File: src/rtl/card_sum_judge.sv
// Multi-channel card-sum judge: keeps one running hand per channel and scores each card.
// A hand ends on a win (stand window) or a loss (bust). Results are reported one cycle after the card.
module card_sum_judge #(
    parameter int NUM_CH   = 4,
    parameter int CARD_W   = 4,
    parameter int SUM_W    = 5,
    parameter int FACE_CAP = 10,
    parameter int STAND_TH = 17,
    parameter int BUST_TH  = 21,
    parameter int ACE_SOFT = 1,
    localparam int CH_W    = (NUM_CH > 1) ? $clog2(NUM_CH) : 1
) (
    input  logic              clk,
    input  logic              rst,
    input  logic              in_valid,
    input  logic [CH_W-1:0]   in_ch,
    input  logic [CARD_W-1:0] card,
    input  logic              clr,
    input  logic [CH_W-1:0]   clr_ch,
    output logic              out_valid,
    output logic [CH_W-1:0]   out_ch,
    output logic [SUM_W-1:0]  sum,
    output logic              done,
    output logic              win,
    output logic              lose,
    output logic              err
);

    // Arithmetic width: one spare bit above the sum, wide enough for any card and for the value 11.
    localparam int AW0   = (SUM_W + 1 > CARD_W + 1) ? SUM_W + 1 : CARD_W + 1;
    localparam int AW    = (AW0 > 5) ? AW0 : 5;
    localparam int CH_W1 = CH_W + 1;

    localparam logic [AW-1:0]    L_CAP    = AW'(FACE_CAP);
    localparam logic [AW-1:0]    L_STAND  = AW'(STAND_TH);
    localparam logic [AW-1:0]    L_BUST   = AW'(BUST_TH);
    localparam logic [AW-1:0]    L_ELEVEN = AW'(11);
    localparam logic [AW-1:0]    L_TEN    = AW'(10);
    localparam logic [CH_W1-1:0] L_NCH    = CH_W1'(NUM_CH);

    typedef enum logic {
        ST_IDLE = 1'b0,
        ST_PLAY = 1'b1
    } ch_state_t;

    ch_state_t        r_state [NUM_CH];
    logic [SUM_W-1:0] r_sum   [NUM_CH];
    logic             r_soft  [NUM_CH];

    logic            w_ch_ok;
    logic            w_card_ok;
    logic [CH_W-1:0] w_idx;
    logic            w_clr_hit;
    logic            w_take;
    logic            w_bad;
    logic [AW-1:0]   w_s;
    logic            w_f_old;
    logic [AW-1:0]   w_card;
    logic [AW-1:0]   w_capped;
    logic            w_ace_soft;
    logic [AW-1:0]   w_v;
    logic            w_f;
    logic [AW-1:0]   w_t0;
    logic [AW-1:0]   w_t;
    logic            w_f_new;
    logic            w_lose;
    logic            w_win;
    logic            w_done;

    // Card qualification and scoring against the addressed channel's current hand.
    always_comb begin
        w_ch_ok    = ({1'b0, in_ch} < L_NCH);
        w_card_ok  = (card != '0);
        w_idx      = w_ch_ok ? in_ch : '0;
        w_clr_hit  = clr && (clr_ch == in_ch);
        w_take     = in_valid && w_card_ok && w_ch_ok && !w_clr_hit;
        w_bad      = in_valid && !(w_card_ok && w_ch_ok);

        w_s        = (r_state[w_idx] == ST_PLAY) ? AW'(r_sum[w_idx]) : '0;
        w_f_old    = r_soft[w_idx];
        w_card     = AW'(card);
        w_capped   = (w_card > L_CAP) ? L_CAP : w_card;
        w_ace_soft = (ACE_SOFT != 0) && (card == CARD_W'(1)) && !w_f_old
                     && ((w_s + L_ELEVEN) <= L_BUST);
        w_v        = w_ace_soft ? L_ELEVEN : w_capped;
        w_f        = w_f_old || w_ace_soft;
        w_t0       = w_s + w_v;

        // A soft ace drops back to 1 rather than letting the hand bust.
        if ((w_t0 > L_BUST) && w_f) begin
            w_t     = w_t0 - L_TEN;
            w_f_new = 1'b0;
        end else begin
            w_t     = w_t0;
            w_f_new = w_f;
        end

        w_lose = (w_t > L_BUST);
        w_win  = !w_lose && (w_t >= L_STAND);
        w_done = w_lose || w_win;
    end

    // Registered report outputs and per-channel hand state; clear beats a card on the same channel.
    always_ff @(posedge clk) begin
        if (rst) begin
            out_valid <= 1'b0;
            out_ch    <= '0;
            sum       <= '0;
            done      <= 1'b0;
            win       <= 1'b0;
            lose      <= 1'b0;
            err       <= 1'b0;
            for (int i = 0; i < NUM_CH; i++) begin
                r_state[i] <= ST_IDLE;
                r_sum[i]   <= '0;
                r_soft[i]  <= 1'b0;
            end
        end else begin
            out_valid <= w_take;
            err       <= w_bad;
            done      <= w_take && w_done;
            win       <= w_take && w_win;
            lose      <= w_take && w_lose;
            if (w_take) begin
                out_ch <= in_ch;
                sum    <= w_t[SUM_W-1:0];
            end
            for (int i = 0; i < NUM_CH; i++) begin
                if (clr && (clr_ch == CH_W'(i))) begin
                    r_state[i] <= ST_IDLE;
                    r_sum[i]   <= '0;
                    r_soft[i]  <= 1'b0;
                end else if (w_take && (in_ch == CH_W'(i))) begin
                    if (w_done) begin
                        r_state[i] <= ST_IDLE;
                        r_sum[i]   <= '0;
                        r_soft[i]  <= 1'b0;
                    end else begin
                        r_state[i] <= ST_PLAY;
                        r_sum[i]   <= w_t[SUM_W-1:0];
                        r_soft[i]  <= w_f_new;
                    end
                end
            end
        end
    end

endmodule

File: config.mk
export PLATFORM = sky130hd
export DESIGN_NAME = card_sum_judge
export DESIGN_NICKNAME = d
export VERILOG_FILES = /design/src/rtl/card_sum_judge.sv
export SDC_FILE = /design/constraint.sdc
export NUM_CORES = 1
export LEC_CHECK = 0
export BUFFER_PORTS_ARGS = -buffer_cell sky130_fd_sc_hd__buf_2
export CORE_ASPECT_RATIO = 1.5
export CORE_MARGIN = 1.5
export CORE_UTILIZATION = 45
export CTS_BUF_LIST = sky130_fd_sc_hd__clkbuf_2 sky130_fd_sc_hd__clkbuf_4 sky130_fd_sc_hd__clkbuf_8
export DETAILED_ROUTE_END_ITERATION = 7
export SYNTH_ARGS = -nofsm -noshare
export SYNTH_HDL_FRONTEND = slang
export SYNTH_SLANG_ARGS = --single-unit
File: constraint.sdc
create_clock -name clk -period 5.7 [get_ports clk]
set_input_delay 0.855 -clock clk [delete_from_list [all_inputs] [get_ports clk]]
set_output_delay 0.855 -clock clk [all_outputs]
set_load 0.1 [all_outputs]
* Yosys cells after proc, flatten, opt, wreduce, memory -nomap -nowiden
Memory sizes are Yosys's and may differ from the RTL's.
Index checks and enable logic that the tools add are counted.
** Storage, ports and cells
- Bits in registers :: 12
- Bits in writable memories :: 28
- Input port bits :: 12
- Output and inout bits :: 12
- Logic and storage cells :: 179
- Memories kept :: 3
** Operators by class
- Add/sub/neg operators :: 3
- $lt $le $gt $ge :: 5
- Equality and inequality tests :: 8
- Muxes and demuxes :: 89
- Bitwise gates (word level) :: 36
- Reduce and logical (&&, ||, !) cells :: 28
** Memories
- r_sum :: words 4, width 5, rd ports 1, clocked after Yosys merged registers in 0, write ports 4, RTL line 47 : logic [SUM_W-1:0] r_sum [NUM_CH];
- r_soft :: words 4, width 1, rd ports 1, clocked after Yosys merged registers in 0, write ports 4, RTL line 48 : logic r_soft [NUM_CH];
- r_state :: words 4, width 1, rd ports 1, clocked after Yosys merged registers in 0, write ports 4, RTL line 46 : ch_state_t r_state [NUM_CH];
** Operator list (number)
- two-way mux 1 bit :: 73
- two-way mux 5 bit :: 13
- bitwise OR 1 bit :: 36
- logical AND 1 bit :: 19
- > comparator 6 x 5 -> 1 bit, second input constant :: 2
- == test 2 bit, second input constant :: 4
- two-way mux 4 bit :: 2
- adder 5 x 4 -> 6 bit :: 1
- adder 5 x 4 -> 6 bit, second input constant :: 1
- >= comparator 6 x 5 -> 1 bit, second input constant :: 1
- <= comparator 6 x 5 -> 1 bit, second input constant :: 1
- two-way mux 6 bit :: 1
- subtractor 6 x 4 -> 6 bit, second input constant :: 1
- == test 2 x 1 -> 1 bit, second input constant :: 2
- == test 4 x 1 -> 1 bit, second input constant :: 1
- > comparator 4 bit, second input constant :: 1
- logical NOT 1 bit :: 4
- logical NOT 2 bit :: 2
- nonzero test 4 bit :: 1
- == test 2 bit :: 1
- logical OR 1 bit :: 2

* Logic depth before layout (Yosys ltp)
Gate-level depths: netlist (run 1).
An unclocked memory read counts as a cell.
- Depth in word-level cells :: 21
- Mapped depth :: 18
- Mapped depth without buffers :: 14

* Worst setup path before layout (run 1)
Ideal clock, no wire load.
- Path type :: in2reg
- From :: input port in_ch[1]
- To :: memory r_soft[1], data pin
- Library setup time :: 0.191 ns
- Arrival time :: 4.477 ns
- Data required time :: 5.509 ns
- Path slack :: 1.032 ns
- Cell stages on the path :: 15
- Buffers on the path :: 3
- Path through :: buf_1 mux4_2 and2_1 clkbuf_1 a21oi_1 a221o_1 inv_1 fa_1 xor2_1 ha_1 or3_4 o32ai_4 o2111ai_2 buf_6 a2111oi_2
** RTL lines
- start, declared :: RTL line 16 : input logic [CH_W-1:0] in_ch,
- end, declared :: RTL line 48

==> metrics.txt, run 1 <==
core footprint 5790 um^2; Reg area 1080 um^2; MaxCap Viol Count 0; Ys Warns 0; Final Power 786 uW; CTS Buffer Depth 2; net switching fraction of the power 35.8%; WP data required 5800 ps; worst slew pin tran 672 ps; initial antenna violation count 0; Min Clock Period, post-route 4860 ps; number of synthesized flops with an enable pin 28; Clk pwr share 25.8%; Post-Syn Instances 247; critical path type in -> reg; Hold Buf Count CTS 0; sequential share of power 42.8%; num rows 34; Most used DFF post-synth edfxtp_1; crit-path max FO 21; share of layout cells above drive strength 1 27.1%; drc violations 0; Yosys cell types 67; Arr. time, crit path 4950 ps; clock-pin slew on the worst setup and hold paths 80 ps; worst slack at placement 537 ps; critical path launch point type input pin; Area Growth Syn to Fin 8.38%; leak pwr 0.00108 uW; Filler Cells Inserted 572; largest area contributor in the netlist edfxtp_1; WL final 6.76 mm; first-pass GRT wire length 10.9 mm; gp weighted congestion 0.929; routed length per instance 20.2 um; vias in the first global route 2062; 1st-pass router iterations 4; die height 97.9 um; Ports 24; GRT Util Overall 22.3%; Synth top area share 31.1%; CTS tree built; initial core utilization 46.7%; Detailed Place HPWL 4.84 mm; count leader, synth edfxtp_1; combinational power share 31.4%; Worst VDD drop 233 uV; clock sinks 40; Syn Nets 265; Async S/R FF share, synth 0%; flops & latches, synth 40; Synth top cells by count 28 x edfxtp_1, 16 x nand2_1, 16 x nor2_1; synthesized area per cell 10.9 um^2; CTS H-tree lvls 2; Final Skew 3.24 ps; Setup violations, final 0; max_slew headroom 55.0%; internal power 505 uW; CTS Buf Count 5; Synth area leaders edfxtp_1 31%, dfxtp_1 8.9%, mux4_2 5.8%, a2111oi_2 5.6%, a211oi_1 3.6%; Layout Utilization 50.6%; setup TNS 0 ps; RSZ-0062 raised after global routing no; Port Buf Inserts 23; Worst Setup End Kind register; final setup margin 843 ps; Pwr per Cell Area 269 nW/um^2; # Post-CTS Setup Buffers 0; DR vias 2144; mapped cell area 2700 um^2; gr ovfl total 0; post_cts resized 0; final hold vios 0; die area 6490 um^2; largest net degree at the start of global routing 30; Iter 0 DRT Violations 191; ANT nets after route 0; Hold Path Class reg -> reg; Die Width 66.3 um; outcome finished clean; ant diodes 0; Nets 279; Final period util 85.2%; Worst-Skew Late Latency 290 ps; Slew Limit Fails 0; highest clock rate 206 MHz; Psw 281 uW; Vias/cell 6.42; multi-input logic area 1480 um^2; Root Buffer clkbuf_8; sequential share of the synthesized area 40.0%
## cells by family after synthesis
group / Yosys count / share of synthesized area [%]
adders and majority gates: 6 / 3.06
DFF: 40 / 40.0
muxes: 12 / 7.74
and+or+nand+nor: 83 / 18.2
AOI/OAI and AO/OA: 74 / 24.6
xor gates and xnor gates: 4 / 1.30
buffers and inverters: 28 / 5.05
## power groups by stage
stage,registers (uW),clock network [uW],logic (uW)
after floorplan,383,0,150
after global placement,343,0,244
after detailed placement,343,0,244
after CTS,336,207,245
after global routing,338,217,263
final,336,203,247
## state kept, by name, summed over array words and instances (netlist names), 2 cells and up
signal and cells:
r_soft 4, out_ch 2, r_sum 20, r_state 4, sum 5
## final timing paths
check                                  from           to  slack (ps)  cells after the start
worst max-delay path               in_ch[0]  r_sum[2][1]         840                     13
worst min-delay path              out_ch[1]    out_ch[1]         480                      2
worst max register to register  r_sum[2][4]  r_sum[2][1]        1430                     12
worst min register to register    out_ch[1]    out_ch[1]         480                      2
## final cells by class
| cell class | instances | share of cell area (%) |
|---|---|---|
| tap | 72 | 3.08 |
| sequential | 40 | 36.9 |
| timing repair buffer | 27 | 4.96 |
| multi-input combinational | 179 | 50.7 |
| inverter | 8 | 1.03 |
| clock buffer | 7 | 3.08 |
| clock inverter | 1 | 0.256 |
## cells in the final DEF, fill, tap and decap left out, types with 4 or more instances in the layout
master / instances
buf_4: 4
mux2i_1: 4
and2_1: 7
nand2_1: 16
mux4_2: 7
dfxtp_1: 12
nor4_1: 8
nor2_1: 16
buf_2: 23
a211oi_1: 13
inv_1: 8
nand3_1: 4
a2111oi_2: 10
a21o_1: 6
a31oi_1: 8
clkbuf_8: 6
o21ai_0: 5
a21oi_1: 8
ha_1: 5
edfxtp_1: 28
## critical path, stage by stage
cell and delay (ps):
buf_2 310, mux4_2 650, and2_1 260, a21oi_1 190, a221o_1 190, inv_1 60, fa_1 600, ha_1 300
or3_4 430, o32ai_4 320, o2111ai_2 150, buf_4 250, a2111oi_1 380
## per-stage QoR
stage,instances,hold WS [ps],cell area (um^2)
2_1_floorplan,247,919,2700
3_3_place_gp,326,466,2830
3_5_place_dp,326,474,2830
4_1_cts,334,485,2930
5_1_grt,334,522,2930
6_report,334,479,2930
## per-layer routing
layer	track usage, %	vias up	part of all wire [%]
li1	-	1011	-
met1	26.3	1051	39
met2	38.5	61	53
met3	3.23	21	3.6
met4	11.0	0	4.4
met5	0	-	0
Power figures use the tool's default switching activity.
==> inputs of run 2 (changes only) <==
- CORE_ASPECT_RATIO: 1.5 -> 0.7
==> run 2 against run 1 <==
Against the previous run:
- non-clock buffer count rose by 1
- via count decreased by 1.7%
- count of clock-buffer cells in the layout increased by 1
- register-to-register slack lost 200 ps
- sequential share of layout area is 0.14 points lower
- worst hold slack gained 1.4 ps
- design area rose by 0.38%
- utilization rose by 0.46 points
- global-route usage up 0.52 points
- wire length about the same
- sequential power is essentially flat
- critical endpoint unchanged
- largest cell class unchanged
==> metrics.txt, run 2 (same netlist as run 1, synthesis figures left out) <==
top flop regs r_sum (20), sum (5); combinational power share 31.3% (about the same); clock sinks 40 (unchanged); Hold Buf Count CTS 0 (unchanged); Iter 0 DRT Violations 210 (+9.9%); Setup violations, final 0 (unchanged); Detailed Place HPWL 4.79 mm (-1.2%); largest net degree at the start of global routing 30 (unchanged); worst slew pin tran 635 ps (-36.8 ps); setup TNS 0 ps (unchanged); MaxCap Viol Count 0 (unchanged); drc violations 0 (unchanged); outcome finished clean; die area 6480 um^2 (about the same); crit-path max FO 21 (unchanged); worst slack at placement 389 ps (-149 ps); 1st-pass router iterations 4 (unchanged); Min Clock Period, post-route 5080 ps (+225 ps); # Post-CTS Setup Buffers 0 (unchanged); share of layout cells above drive strength 1 27.4% (+0.28 points); commonest non-fill, non-tap cell in the layout edfxtp_1; Worst VDD drop 154 uV (-34%); routed length per instance 20.0 um (-1.2%); internal power 510 uW (+1.0%); CTS H-tree lvls 2 (unchanged); post_cts resized 0 (unchanged); Largest delay share family, worst path compound AO/OA/AOI/OAI gates; Final Skew 3.64 ps (+0.406 ps); final hold vios 0 (unchanged); crit-path cells buf_2, mux4_2, and2_1, a21oi_1, a221o_1, inv_1, fa_1, ha_1, or3_4, o32ai_4, o2111ai_2, buf_4, a2111oi_1; hold slack 480 ps (+1.44 ps); GRT Util Overall 22.8% (+0.52 points); vias in the first global route 1924 (-6.7%); DR vias 2108 (-1.7%); commonest non-fill, non-tap cells in the layout 28 x edfxtp_1, 23 x buf_2, 16 x nand2_1, 16 x nor2_1, 13 x a211oi_1; CTS Buf Count 5 (unchanged); WP buf/inv 3 (unchanged); CP peak stage delay 660 ps (about the same); max reg flops 20 (unchanged); max_slew headroom 57.5% (+2.5 points); Non-Filler Instances 338 (+1.2%); Hold Path Origin out_ch[1]; clock-pin slew on the worst setup and hold paths 80 ps (about the same); final setup margin 618 ps (-225 ps); ANT nets after route 0 (unchanged); Pwr per Cell Area 268 nW/um^2 (-0.23%); WP data required 5770 ps (-30 ps); Psw 277 uW (-1.4%); Arr. time, crit path 5150 ps (+200 ps); ant diodes 0 (unchanged); highest clock rate 197 MHz (-4.4%); largest register by flop count r_sum; initial antenna violation count 0 (unchanged); Area Growth Syn to Fin 8.80%; Final period util 89.2% (+3.9 points); Port Buf Inserts 23 (unchanged); CTS Buffer Depth 2 (unchanged); net switching fraction of the power 35.2% (-0.56 points); master of the slowest instance on the critical path mux4_2; sequential share of power 42.8% (about the same); gr ovfl total 0 (unchanged); initial core utilization 46.9% (+0.24 points); R2R Path Start r_state[0]; Clk pwr share 26.0% (+0.2 points); Vias/cell 6.24 (-2.8%); DP Area 2840 um^2 (+0.40%); Worst Setup End Kind register; WL final 6.76 mm (about the same); Die Width 95.6 um (+44%); die height 67.8 um (-31%); Ports 24 (unchanged); critical path launch point type input pin; Root Buffer clkbuf_8; Final Cell Area 2940 um^2 (+0.38%); gp weighted congestion 0.917 (-1.3%); leak pwr 0.00109 uW (+0.80%); RSZ-0062 raised after global routing no; core footprint 5760 um^2 (-0.52%); Worst-Skew Late Latency 280 ps (about the same); first-pass GRT wire length 10.8 mm (-0.44%); Nets 280 (+0.36%); critical path type in -> reg; CP startpoint in_ch[0]; Hold Path Class reg -> reg; CTS tree built; Slew Limit Fails 0 (unchanged); num rows 23 (-32%); Placed Cells 330 (+1.2%)
-- run 2: changes by cell type in the layout (fill, tap and decap cells not counted) --
| cell | before | now |
|---|---|---|
| clkinvlp_4 | 1 | 0 |
| clkbuf_4 | 1 | 2 |
| buf_4 | 4 | 5 |
-- run 2: cell type report --
type | instances | area (um^2)
sequential | 40 | 1080
multi-input combinational | 179 | 1480
timing repair buffer | 28 | 153
fill | 539 | 2820
clock buffer | 8 | 97.6
tap | 75 | 93.8
inverter | 8 | 30.0
-- run 2: tightest hold or removal path, cell delays in order (launching register included) --
cell	delay (ps)
dfxtp_1	320
nand2b_1	60
a21oi_1	60
-- run 2: through the flow --
stage	utilization [%]	power (uW)
floorplan	-	533
global placement	49.4	589
detailed placement	49.4	586
CTS	51.1	787
global route	51.1	820
finish	51.1	787
-- run 2: layer usage --
metal	GRT usage [%]	wire, um	vias to the layer above
met2	29.8	2660	82
met4	4.23	27	0
met3	4.22	620	2
met1	37.9	3450	1014
met5	0	0	-
li1	-	-	1010
-- run 2: power by group through the flow --
stage               clock network [uW]  registers, uW  logic, uW
floorplan                            0            383        150
global placement                     0            343        245
detailed placement                   0            343        243
CTS                                206            337        244
global route                       218            339        264
finish                             205            337        246
-- run 2: path summary, 6_finish.rpt --
path,cells after the start,endpoint,slack [ps]
setup / recovery,13,r_sum[2][1],620
hold / removal,2,out_ch[1],480
setup reg to reg,12,r_sum[2][1],1230
hold reg to reg,2,out_ch[1],480
==> inputs of run 3 (changes only) <==
- ABC_AREA: unset -> 1
- CTS_CLUSTER_DIAMETER: unset -> 50
==> run 3 against run 2 <==
Against the previous run:
- wire length down 17%
- non-clock buffer count down 5
- count of clock-buffer cells in the layout down 1
- maximum frequency up 23%
==> metrics.txt, run 3 <==
outcome finished clean; die area 6100 um^2 (-5.9%); drc violations 0 (unchanged); R2R Path Start r_state[0]; Iter 0 DRT Violations 165 (-21%); CTS tree built; reg2reg end r_sum[3][3]; number of synthesized flops with an enable pin 28 (unchanged); initial antenna violation count 0 (unchanged); share of layout cells above drive strength 1 22.3% (-5.1 points); commonest non-fill, non-tap cell in the layout nand2_1; Worst-Skew Late Latency 290 ps (about the same); Most used DFF post-synth edfxtp_1; Final Skew 7.11 ps (+3.47 ps); 1st-pass router iterations 4 (unchanged); mux contribution to synthesized area 0% (-7.7 points); Syn Nets 325 (+23%); post_cts resized 0 (unchanged); CP peak stage delay 490 ps (-170 ps); critical path launch point type input pin; RSZ-0062 raised after global routing no; Arr. time, crit path 4170 ps (-980 ps); DP Area 2690 um^2 (-5.2%); WL final 5.59 mm (-17%); Hold Path Class reg -> reg; largest area contributor in the netlist edfxtp_1; Worst VDD drop 143 uV (-7.0%); max_slew headroom 30.3% (-27 points); largest family of logic cells by synthesized area simple AND/OR/NAND/NOR gates; first-pass GRT wire length 9.40 mm (-13%); multi-input logic area 1210 um^2 (-18%); most repeated library cell on the critical path nand2_1; Final Cell Area 2780 um^2 (-5.3%); synthesized area per cell 8.26 um^2 (-25%); master of the slowest instance on the critical path nand3_1; num rows 22 (-4.3%); Placed Cells 396 (+20%); top flop regs r_sum (20), sum (5); Slew Limit Fails 0 (unchanged); leak pwr 0.00140 uW (+29%); flops & latches, synth 40 (unchanged); ant diodes 0 (unchanged); CP startpoint in_ch[0]; r2r setup slk 2170 ps (+940 ps); Port Buf Inserts 23 (unchanged); sequential share of the synthesized area 42.6% (+2.6 points); commonest non-fill, non-tap cells in the layout 73 x nand2_1, 43 x inv_1, 42 x nor2_1, 28 x edfxtp_1, 23 x buf_2; CTS Buffer Depth 2 (unchanged); Ys Warns 0 (unchanged); GRT Util Overall 20.5% (-2.3 points); ANT nets after route 0 (unchanged); Die Width 92.7 um (-3.0%); gp weighted congestion 0.851 (-7.2%); setup TNS 0 ps (unchanged); Hold Buf Count CTS 0 (unchanged); Non-Filler Instances 404 (+20%); CTS H-tree lvls 2 (unchanged); Synth top cells by count 73 x nand2_1, 43 x inv_1, 42 x nor2_1; routed length per instance 13.8 um (-31%); Min Clock Period, post-route 4130 ps (-953 ps); gr ovfl total 0 (unchanged); Vias/cell 4.89 (-22%); Nets 349 (+25%); Area Growth Syn to Fin 9.77%; CTS Buf Count 5 (unchanged); Final period util 72.4% (-17 points); Pwr per Cell Area 256 nW/um^2 (-4.3%); vias in the first global route 1839 (-4.4%); critical path type in -> reg; largest net degree at the start of global routing 15 (-50%); Ports 24 (unchanged); DR vias 1974 (-6.4%); Synth area leaders edfxtp_1 33%, nand2_1 11%, dfxtp_1 9.5%, inv_1 6.4%, nor2_1 6.2%; xor/xnor cell area share of the yosys netlist 1.78% (+0.48 points); clock-pin slew on the worst setup and hold paths 70 ps (about the same); crit-path cells buf_2, inv_2, nand2_1, nand2_1, nand2_1, nand2_2, inv_4, nor2_8, nor2_4, nand2_4, nand3_1, inv_1, fa_1, xnor2_1, inv_1, ha_1, o211ai_1, nand3_1, nand3_4, nor2_1; clock sinks 40 (unchanged); Hold Path Cell Cnt 2 (unchanged); Filler Cells Inserted 531 (-1.5%); crit-path max FO 12 (-43%); highest clock rate 242 MHz (+23%); cells on worst reg2reg path 18 (+6); Async S/R FF share, synth 0% (unchanged); final hold vios 0 (unchanged); mapped cell area 2530 um^2 (-6.2%); WP data required 5740 ps (-30 ps); # Post-CTS Setup Buffers 0 (unchanged); Synth top area share 33.2% (+2.0 points); die height 65.8 um (-3.0%); initial core utilization 47.5% (+0.53 points); Synth Area in Compound Gates 6.07% (-19 points); MaxCap Viol Count 0 (unchanged); max reg flops 20 (unchanged); Post-Syn Instances 307 (+24%); Setup violations, final 0 (unchanged); count leader, synth nand2_1; Reg area 1080 um^2 (unchanged); core footprint 5340 um^2 (-7.2%); Hold Path Origin sum[2]; largest register by flop count r_sum; Yosys cell types 34 (-49%); Synth Area in Simple Gates 36.8% (+19 points); Detailed Place HPWL 4.36 mm (-9.0%); Root Buffer clkbuf_8; Post-Synth Adder-Cell Area 3.26% (+0.20 points); worst slew pin tran 1030 ps (+399 ps); Worst Setup End Kind register; hold path endpoint sum[2]
==> run 3: critical path, delay by kind of cell <==
kind	cells	cell delay (ps)
AND/OR/NAND/NOR	11	1550
buffers and inverters	5	720
AO/OA/AOI/OAI	1	170
XOR/XNOR	1	220
adder cells (fa/ha/maj)	2	640
==> run 3: where the power goes <==
group / total (uW) / leakage, uW / switching [uW] / internal, uW
registers: 337 / 0.000396 / 6.84 / 330
clock network: 191 / 0.0000491 / 96.0 / 95.4
logic: 185 / 0.000957 / 141 / 43.9
total: 714 / 0.00140 / 244 / 469
==> run 3: area by class of cell <==
cell class,instances,share of cell area [%]
clock inverter,1,0.180
inverter,50,6.92
clock buffer,7,3.01
sequential,40,38.8
multi-input combinational,211,43.7
timing repair buffer,23,4.14
tap,72,3.24
==> run 3: through the flow <==
| step | utilization [%] | hold WS, ps | power (uW) | setup slack [ps] |
|---|---|---|---|---|
| 6_report | 52.1 | 498 | 714 | 1570 |
| 5_1_grt | 52.1 | 543 | 746 | 1260 |
| 4_1_cts | 52.1 | 501 | 717 | 1590 |
| 3_5_place_dp | 50.4 | 479 | 528 | 1290 |
| 3_3_place_gp | 50.4 | 482 | 529 | 1420 |
| 2_1_floorplan | - | 924 | 490 | 2120 |
==> run 3: kinds of logic (layout without fill, tap and decap cells) <==
logic type      after synthesis  count (layout)
xor+xnor                      3               3
simple gates                175             175
compound gates               27              27
buf+inv                      56              81
flops                        40              40
fa+ha+maj                     6               6
==> run 3: worst max-delay path by stage <==
stage / to / slack, ps / depth (start not counted)
4_1_cts: r_sum[3][3] / 1590 / 18
3_3_place_gp: r_soft[1] / 1420 / 20
2_1_floorplan: r_sum[0][2] / 2120 / 24
6_report: r_sum[3][3] / 1570 / 20
3_5_place_dp: r_soft[1] / 1290 / 18
5_1_grt: r_sum[3][3] / 1260 / 20
==> run 3: routing by layer <==
layer  track usage, %  routed length [um]
met5                0                   0
met4             5.49                  93
met3             4.25                 372
met2             28.0                2140
met1             32.2                2980
